===== src/rtl/pixel_pkg.sv =====
// Shared definitions for the pixel dispatcher.
//   COORD_W_DEF / X_MAX_DEF / Y_MAX_DEF : default coordinate width and frame
//                                         extents (1024 x 768 frame).
//   state_t : dispatcher FSM states.
//   coord_t : coordinate type at the default width.
//   rr_next : round-robin successor of an engine index.
package pixel_pkg;

  localparam int COORD_W_DEF = 10;
  localparam int X_MAX_DEF   = 1023;
  localparam int Y_MAX_DEF   = 767;

  typedef enum logic [1:0] {
    IDLE     = 2'd0,
    DISPATCH = 2'd1,
    DRAIN    = 2'd2,
    DONE     = 2'd3
  } state_t;

  typedef logic [COORD_W_DEF-1:0] coord_t;

  // Index of the engine that follows idx in a ring of n engines.
  function automatic int rr_next(input int idx, input int n);
    return (idx + 1 >= n) ? 0 : idx + 1;
  endfunction

endpackage


===== src/rtl/pixel_dispatcher_rr_arbiter.sv =====
// Combinational round-robin arbiter.
//   req     : request vector, one bit per requester.
//   ptr     : highest-priority requester index this cycle (must be < N).
//   gnt     : one-hot grant, all zero when no request is present.
//   gnt_idx : binary index of the granted requester (0 when none).
//   any     : at least one request is present.
// The pointer register is owned by the instantiating module; this block only
// searches from ptr upward, wrapping back to 0.
module rr_arbiter #(
  parameter int N     = 4,
  parameter int PTR_W = (N > 1) ? $clog2(N) : 1
) (
  input  logic [N-1:0]     req,
  input  logic [PTR_W-1:0] ptr,
  output logic [N-1:0]     gnt,
  output logic [PTR_W-1:0] gnt_idx,
  output logic             any
);

  // Two passes replace a modulo search: first the requesters at or above
  // the pointer, then the ones below it. The first hit wins.
  always_comb begin
    gnt     = '0;
    gnt_idx = '0;
    any     = 1'b0;
    for (int i = 0; i < N; i++) begin
      if (!any && req[i] && (i >= int'(ptr))) begin
        gnt[i]  = 1'b1;
        gnt_idx = PTR_W'(i);
        any     = 1'b1;
      end
    end
    for (int i = 0; i < N; i++) begin
      if (!any && req[i] && (i < int'(ptr))) begin
        gnt[i]  = 1'b1;
        gnt_idx = PTR_W'(i);
        any     = 1'b1;
      end
    end
  end

endmodule


===== src/rtl/pixel_dispatcher.sv =====
// Frame-level pixel scheduler. Walks the frame in raster order and hands each
// coordinate to one of NUM_ENGINES iteration engines, then waits for every
// dispatched pixel to be retired before pulsing frame_done.
// Ports:
//   clk, rst        : clock (rising edge), asynchronous active-low reset.
//   start           : one-cycle pulse, starts a frame from IDLE only.
//   abort           : abandons the frame in DISPATCH/DRAIN (beats start and
//                     any transfer in the same cycle).
//   eng_ready[i]    : engine i can accept a pixel this cycle.
//   eng_done[i]     : one-cycle pulse, engine i retired one pixel.
//   eng_valid[i]    : dispatch strobe to engine i (one-hot or zero).
//   pix_x, pix_y    : coordinate offered to the granted engine.
//   busy            : high in DISPATCH and DRAIN.
//   frame_done      : one-cycle pulse when a frame completes.
//   err             : sticky outstanding-count over/underflow flag.
//   dbg_state       : current FSM state.
// Handshake: eng_valid is driven combinationally from eng_ready through the
// round-robin arbiter, so a pixel is transferred on every rising clock edge
// at which eng_valid is nonzero (valid and ready coincide by construction);
// at most one engine is granted per cycle.
module pixel_dispatcher
  import pixel_pkg::*;
#(
  parameter int NUM_ENGINES = 4,
  parameter int COORD_W     = COORD_W_DEF,
  parameter int X_MAX       = X_MAX_DEF,
  parameter int Y_MAX       = Y_MAX_DEF
) (
  input  logic                   clk,
  input  logic                   rst,
  input  logic                   start,
  input  logic                   abort,
  input  logic [NUM_ENGINES-1:0] eng_ready,
  input  logic [NUM_ENGINES-1:0] eng_done,
  output logic [NUM_ENGINES-1:0] eng_valid,
  output logic [COORD_W-1:0]     pix_x,
  output logic [COORD_W-1:0]     pix_y,
  output logic                   busy,
  output logic                   frame_done,
  output logic                   err,
  output state_t                 dbg_state
);

  localparam int PTR_W   = (NUM_ENGINES > 1) ? $clog2(NUM_ENGINES) : 1;
  localparam int OUT_W   = $clog2(NUM_ENGINES + 1) + 1;
  localparam int OUT_MAX = NUM_ENGINES * 2;

  state_t               r_state, w_state_nxt;
  logic [COORD_W-1:0]   r_pix_x, r_pix_y, w_x_nxt, w_y_nxt;
  logic [PTR_W-1:0]     r_rr_ptr, w_ptr_nxt, w_gnt_idx;
  logic [OUT_W-1:0]     r_out, w_out_nxt;
  logic                 r_err, w_err_nxt;
  logic [NUM_ENGINES-1:0] w_gnt;
  logic                 w_any;
  logic                 w_active;
  logic                 w_xfer;
  logic                 w_clear;
  int                   w_sum;

  rr_arbiter #(
    .N     (NUM_ENGINES),
    .PTR_W (PTR_W)
  ) u_arb (
    .req     (eng_ready),
    .ptr     (r_rr_ptr),
    .gnt     (w_gnt),
    .gnt_idx (w_gnt_idx),
    .any     (w_any)
  );

  assign w_active = (r_state == DISPATCH) || (r_state == DRAIN);
  // abort suppresses the grant outright, so a transfer never happens in an
  // abort cycle.
  assign w_xfer   = (r_state == DISPATCH) && !abort && w_any;
  // Frame start and abort both zero the outstanding count, overriding any
  // retire pulses seen in that cycle.
  assign w_clear  = ((r_state == IDLE) && start) || (w_active && abort);

  // Outstanding counter: dispatch and retire in the same cycle net out; any
  // result outside [0, OUT_MAX] saturates and latches err.
  always_comb begin
    w_sum     = int'(r_out) + (w_xfer ? 1 : 0) - $countones(eng_done);
    w_out_nxt = r_out;
    w_err_nxt = r_err;
    if (w_clear) begin
      w_out_nxt = '0;
    end else if (w_sum < 0) begin
      w_out_nxt = '0;
      w_err_nxt = 1'b1;
    end else if (w_sum > OUT_MAX) begin
      w_out_nxt = OUT_W'(OUT_MAX);
      w_err_nxt = 1'b1;
    end else begin
      w_out_nxt = OUT_W'(w_sum);
    end
  end

  // Next-state and coordinate logic.
  always_comb begin
    w_state_nxt = r_state;
    w_x_nxt     = r_pix_x;
    w_y_nxt     = r_pix_y;
    w_ptr_nxt   = r_rr_ptr;
    case (r_state)
      IDLE: begin
        if (start) begin
          w_state_nxt = DISPATCH;
          w_x_nxt     = '0;
          w_y_nxt     = '0;
        end
      end
      DISPATCH: begin
        if (abort) begin
          w_state_nxt = IDLE;
          w_x_nxt     = '0;
          w_y_nxt     = '0;
        end else if (w_xfer) begin
          w_ptr_nxt = PTR_W'(rr_next(int'(w_gnt_idx), NUM_ENGINES));
          if (r_pix_x == COORD_W'(X_MAX)) begin
            w_x_nxt = '0;
            // The last pixel wraps the coordinates home instead of letting
            // Y run past the bottom row.
            if (r_pix_y == COORD_W'(Y_MAX)) begin
              w_y_nxt     = '0;
              w_state_nxt = DRAIN;
            end else begin
              w_y_nxt = r_pix_y + 1'b1;
            end
          end else begin
            w_x_nxt = r_pix_x + 1'b1;
          end
        end
      end
      DRAIN: begin
        if (abort) begin
          w_state_nxt = IDLE;
          w_x_nxt     = '0;
          w_y_nxt     = '0;
        end else if (w_out_nxt == '0) begin
          w_state_nxt = DONE;
        end
      end
      DONE: begin
        w_state_nxt = IDLE;
      end
      default: begin
        w_state_nxt = IDLE;
      end
    endcase
  end

  always_ff @(posedge clk or negedge rst) begin
    if (!rst) begin
      r_state  <= IDLE;
      r_pix_x  <= '0;
      r_pix_y  <= '0;
      r_rr_ptr <= '0;
      r_out    <= '0;
      r_err    <= 1'b0;
    end else begin
      r_state  <= w_state_nxt;
      r_pix_x  <= w_x_nxt;
      r_pix_y  <= w_y_nxt;
      r_rr_ptr <= w_ptr_nxt;
      r_out    <= w_out_nxt;
      r_err    <= w_err_nxt;
    end
  end

  // Outputs decode directly from registered state so an asynchronous reset
  // clears them immediately.
  assign eng_valid  = w_xfer ? w_gnt : '0;
  assign pix_x      = r_pix_x;
  assign pix_y      = r_pix_y;
  assign busy       = w_active;
  assign frame_done = (r_state == DONE);
  assign err        = r_err;
  assign dbg_state  = r_state;

endmodule


===== config.mk =====
export PLATFORM = sky130hd
export DESIGN_NAME = pixel_dispatcher
export DESIGN_NICKNAME = d
export VERILOG_FILES = /design/src/rtl/pixel_pkg.sv /design/src/rtl/pixel_dispatcher_rr_arbiter.sv /design/src/rtl/pixel_dispatcher.sv
export SDC_FILE = /design/constraint.sdc
export NUM_CORES = 1
export LEC_CHECK = 0
export BUFFER_PORTS_ARGS = -buffer_cell sky130_fd_sc_hd__buf_2
export CORE_MARGIN = 1.5
export CORE_UTILIZATION = 43
export CTS_BUF_LIST = sky130_fd_sc_hd__clkbuf_8
export DETAILED_ROUTE_END_ITERATION = 16
export PLACE_DENSITY = 0.65
export SYNTH_ARGS = -nofsm -noshare
export SYNTH_HDL_FRONTEND = slang
export SYNTH_SLANG_ARGS = --single-unit
export TNS_END_PERCENT = 100

===== constraint.sdc =====
create_clock -name clk -period 7 [get_ports clk]
set_input_delay 1.05 -clock clk [delete_from_list [all_inputs] [get_ports clk]]
set_output_delay 1.05 -clock clk [all_outputs]
set_load 0.02 [all_outputs]

==> run_results.csv <==
group,metric,value,unit
logic_synthesis,yosys.area_share.simple,24.4,%
place,dpl.hpwl,3150,µm
critical_path,crit_arrival,4.36,ns
hold_path,hold_path_class,"flop to flop",
clock_network,cts_buffer_depth,2,
timing,setup_tns,0,ns
floorplan,die_w,69.6,µm
route,post-route-drc-count,0,
floorplan,ioPinCount,41,
clock_network,cts_buffers,5,
critical_path,reg2reg_setup_slack,2.96,ns
timing,report.final.setup_viol,0,
logic_synthesis,synth_top_family_by_area,"simple AND/OR/NAND/NOR gates",
clock_network,cts_num_sinks,29,
power_and_ir_drop,vdd_drop_max,0.153,mV
timing,fin_crit,4.16,ns
critical_path,path_buf_inv,5,
critical_path,crit_chain,"buf_2, nor2b_1, nand2_1, fa_1, inv_1, ha_1, inv_1, fa_1, inv_1, ha_1, inv_1, fa_1, xnor2_1, nand3_1, a21oi_1, mux2i_1",
floorplan,rows,24,
route,drt_iter0_markers,115,
power_and_ir_drop,power_leakage,0.00111,µW
floorplan,initial_core_util,44.1,%
global_routing,grt-ovfl-total,0,
critical_path,critPathMaxFanout,7,
clock_network,clk_pin_slew,0.06,ns
logic_synthesis,synth_xor_xnor_area_share,4.59,%
power_and_ir_drop,sw_frac_of_total,40.6,%
layout,drive_gt1_share,19.8,%
clock_network,h-tree-depth,2,
place,dp_worst_setup_slack,2.51,ns
power_and_ir_drop,combPwrFrac,42.7,%
logic_synthesis,synth_compound_gate_area_share,14.8,%
logic_synthesis,syn_inst,215,
place,place_inst,306,
critical_path,worst_path_max_delay_cell,"fa_1",
logic_synthesis,syn_area,1910,µm²
clock_network,clk_latency,0.29,ns
power_and_ir_drop,seq_power_share,31.3,%
critical_path,slowest_delay,0.48,ns
timing,worst_pin_slew,0.887,ns
layout,utilization,52.9,%
timing,grt_setup_unrepaired,"false",
layout,fin_nets,290,
layout,diodes,0,
power_and_ir_drop,p_clk_share,26.1,%
flow_run,cap_violations,0,
place,place.port_buffers,40,
timing,finalMaxSlewViolations,0,
clock_network,cts_resized,0,
logic_synthesis,syn-num-nets,244,
global_routing,first_global_vias,1611,
power_and_ir_drop,p_int,412,µW
layout,area_growth,19.8,%
timing,relSlewSlack,40.8,%
logic_synthesis,seq_area_frac_synth,38.0,%
layout,layout_common_cells,"40 x buf_2, 29 x dfrtp_1, 26 x nor2_1",
route,routed_wl,4160,µm
logic_synthesis,muxShareOfSynthArea,0.525,%
power_and_ir_drop,p_sw,282,µW
power_and_ir_drop,p_per_area,303,nW/µm²
critical_path,critPathRequiredTime,7.20,ns
logic_synthesis,yosys_warnings,0,
logic_synthesis,ys_types,40,
logic_synthesis,ys_ff_latch,29,
logic_synthesis,syn_area_per_cell,8.87,µm²
timing,hold_viol_final,0,
critical_path,critPathKind,"input pin to flop",
run_status,status,"finished clean",
timing,worst_slack,2.84,ns
clock_network,clockRootBuffer,"clkbuf_8",
floorplan,die_area,4850,µm²
critical_path,path_delay_family,"adder cells",
route,firstDrtPassIters,4,
floorplan,core_area,4320,µm²
logic_synthesis,synthAdderAreaFrac,13.1,%
clock_network,cts_tree,"built",
critical_path,critPathLaunchType,"input pin",
timing,fmax,240,MHz
timing,fin_skew,0.00866,ns
global_routing,grt_pass1_wl,7290,µm
global_routing,track_usage,18.8,%
clock_network,cts_hold_buf,0,
route,vias_per_cell,5.32,
critical_path,critical_path.endpoint_type,"flop",
critical_path,cpMostUsedCell,"inv_1",
global_routing,antenna_found_initial,0,
route,vias,1671,
clock_network,post_cts_buffers,0,
route,wl_per_cell,13.2,µm
place,place.gp.congestion,0.781,
floorplan,chipHeight,69.6,µm
timing,whs,0.468,ns
route,detail-route-antenna-nets,0,
global_routing,grt_max_degree,30,
layout,layout_commonest_cell,"buf_2",
layout,instances_no_fill,314,
timing,fin_crit_sh,59.4,%
==> state kept, by name, summed over array words and instances, names as in the netlist <==
register	flops
err	1
pix_y	10
r_rr_ptr	2
r_out	4
dbg_state	2
pix_x	10
==> path summary, 6_finish.rpt <==
kind / from / end / depth (start not counted)
worst min-delay path: err / err / 1
worst max-delay path: abort / dbg_state[1] / 16
worst max register to register: dbg_state[1] / dbg_state[1] / 17
min in group asynchronous: rst / pix_x[5] / 1
max in group asynchronous: rst / r_out[2] / 1
worst min register to register: err / err / 1
==> through the flow <==
stage	total power (µW)	cell area (µm²)
after global placement	512	2170
after CTS	698	2290
after detailed placement	515	2170
final	693	2290
after global routing	753	2290
after floorplan	433	1910
==> cell families after synthesis <==
family / after synthesis
muxes: 1
buffers and inverters: 23
and+or+nand+nor: 90
AOI/OAI and AO/OA: 45
xor gates and xnor gates: 10
adders and majority gates: 17
DFF: 29
==> metal layers <==
layer / wire length [µm] / GRT usage [%] / vias to the layer above
met3: 173 / 4.80 / 4
met4: 45 / 6.62 / 0
li1: - / - / 846
met5: 0 / 0 / -
met1: 1930 / 24.3 / 787
met2: 2000 / 30.8 / 34
==> power groups by stage <==
stage          clock [µW]  sequential [µW]  combinational, µW
6_report              181              217                296
5_1_grt               193              222                338
4_1_cts               183              217                298
3_5_place_dp            0              220                296
3_3_place_gp            0              220                293
2_1_floorplan           0              230                204
==> worst register-to-register path, stage by stage (launching register included) <==
cell     delay (ns)
dfrtp_1        0.41
inv_1          0.14
ha_1           0.20
nor2b_1        0.47
nand2_1        0.27
fa_1           0.48
inv_1          0.07
ha_1           0.14
inv_1          0.05
fa_1           0.38
inv_1          0.06
ha_1           0.15
inv_1          0.05
fa_1           0.37
xnor2_1        0.21
nand3_1        0.10
a21oi_1        0.20
mux2i_1        0.21
==> synthesized netlist by cell type, drive strengths merged <==
cell type / instances / area share [%]
mux2i: 1 / 0.52
xnor2: 6 / 2.8
dfrtp: 29 / 38
a22oi: 1 / 0.39
or4: 1 / 0.39
ha: 12 / 7.9
o41a: 1 / 0.59
o32a: 1 / 0.52
o211ai: 1 / 0.39
or3: 3 / 0.98
a31oi: 2 / 0.66
or2: 2 / 0.66
a21boi: 2 / 0.79
o22ai: 1 / 0.33
nor2: 26 / 5.1
nand2: 16 / 3.1
nor4: 3 / 0.98
nor3: 5 / 1.3
nor2b: 4 / 1.3
xor2: 4 / 1.8
o21ai: 18 / 4.7
clkbuf: 1 / 0.20
nand4: 6 / 2.3
o221ai: 1 / 0.46
inv: 22 / 4.3
a32o: 1 / 0.52
o31ai: 3 / 1.2
and3: 5 / 1.6
nand3b: 1 / 0.39
a2111oi: 1 / 0.79
nand3: 7 / 1.8
a21oi: 10 / 2.6
and4: 1 / 0.46
a21o: 1 / 0.39
nand2b: 7 / 2.7
nor3b: 3 / 1.2
a41oi: 1 / 0.46
fa: 5 / 5.2
==> layout make-up <==
class / instances / area (µm²)
fill: 434 / 2040
inverter: 22 / 82.6
multi-input combinational: 163 / 1100
timing repair buffer: 40 / 200
tap: 52 / 65.1
clock inverter: 2 / 33.8
clock buffer: 6 / 82.6
sequential: 29 / 726
Note: power is estimated with default switching activity, not from simulation.
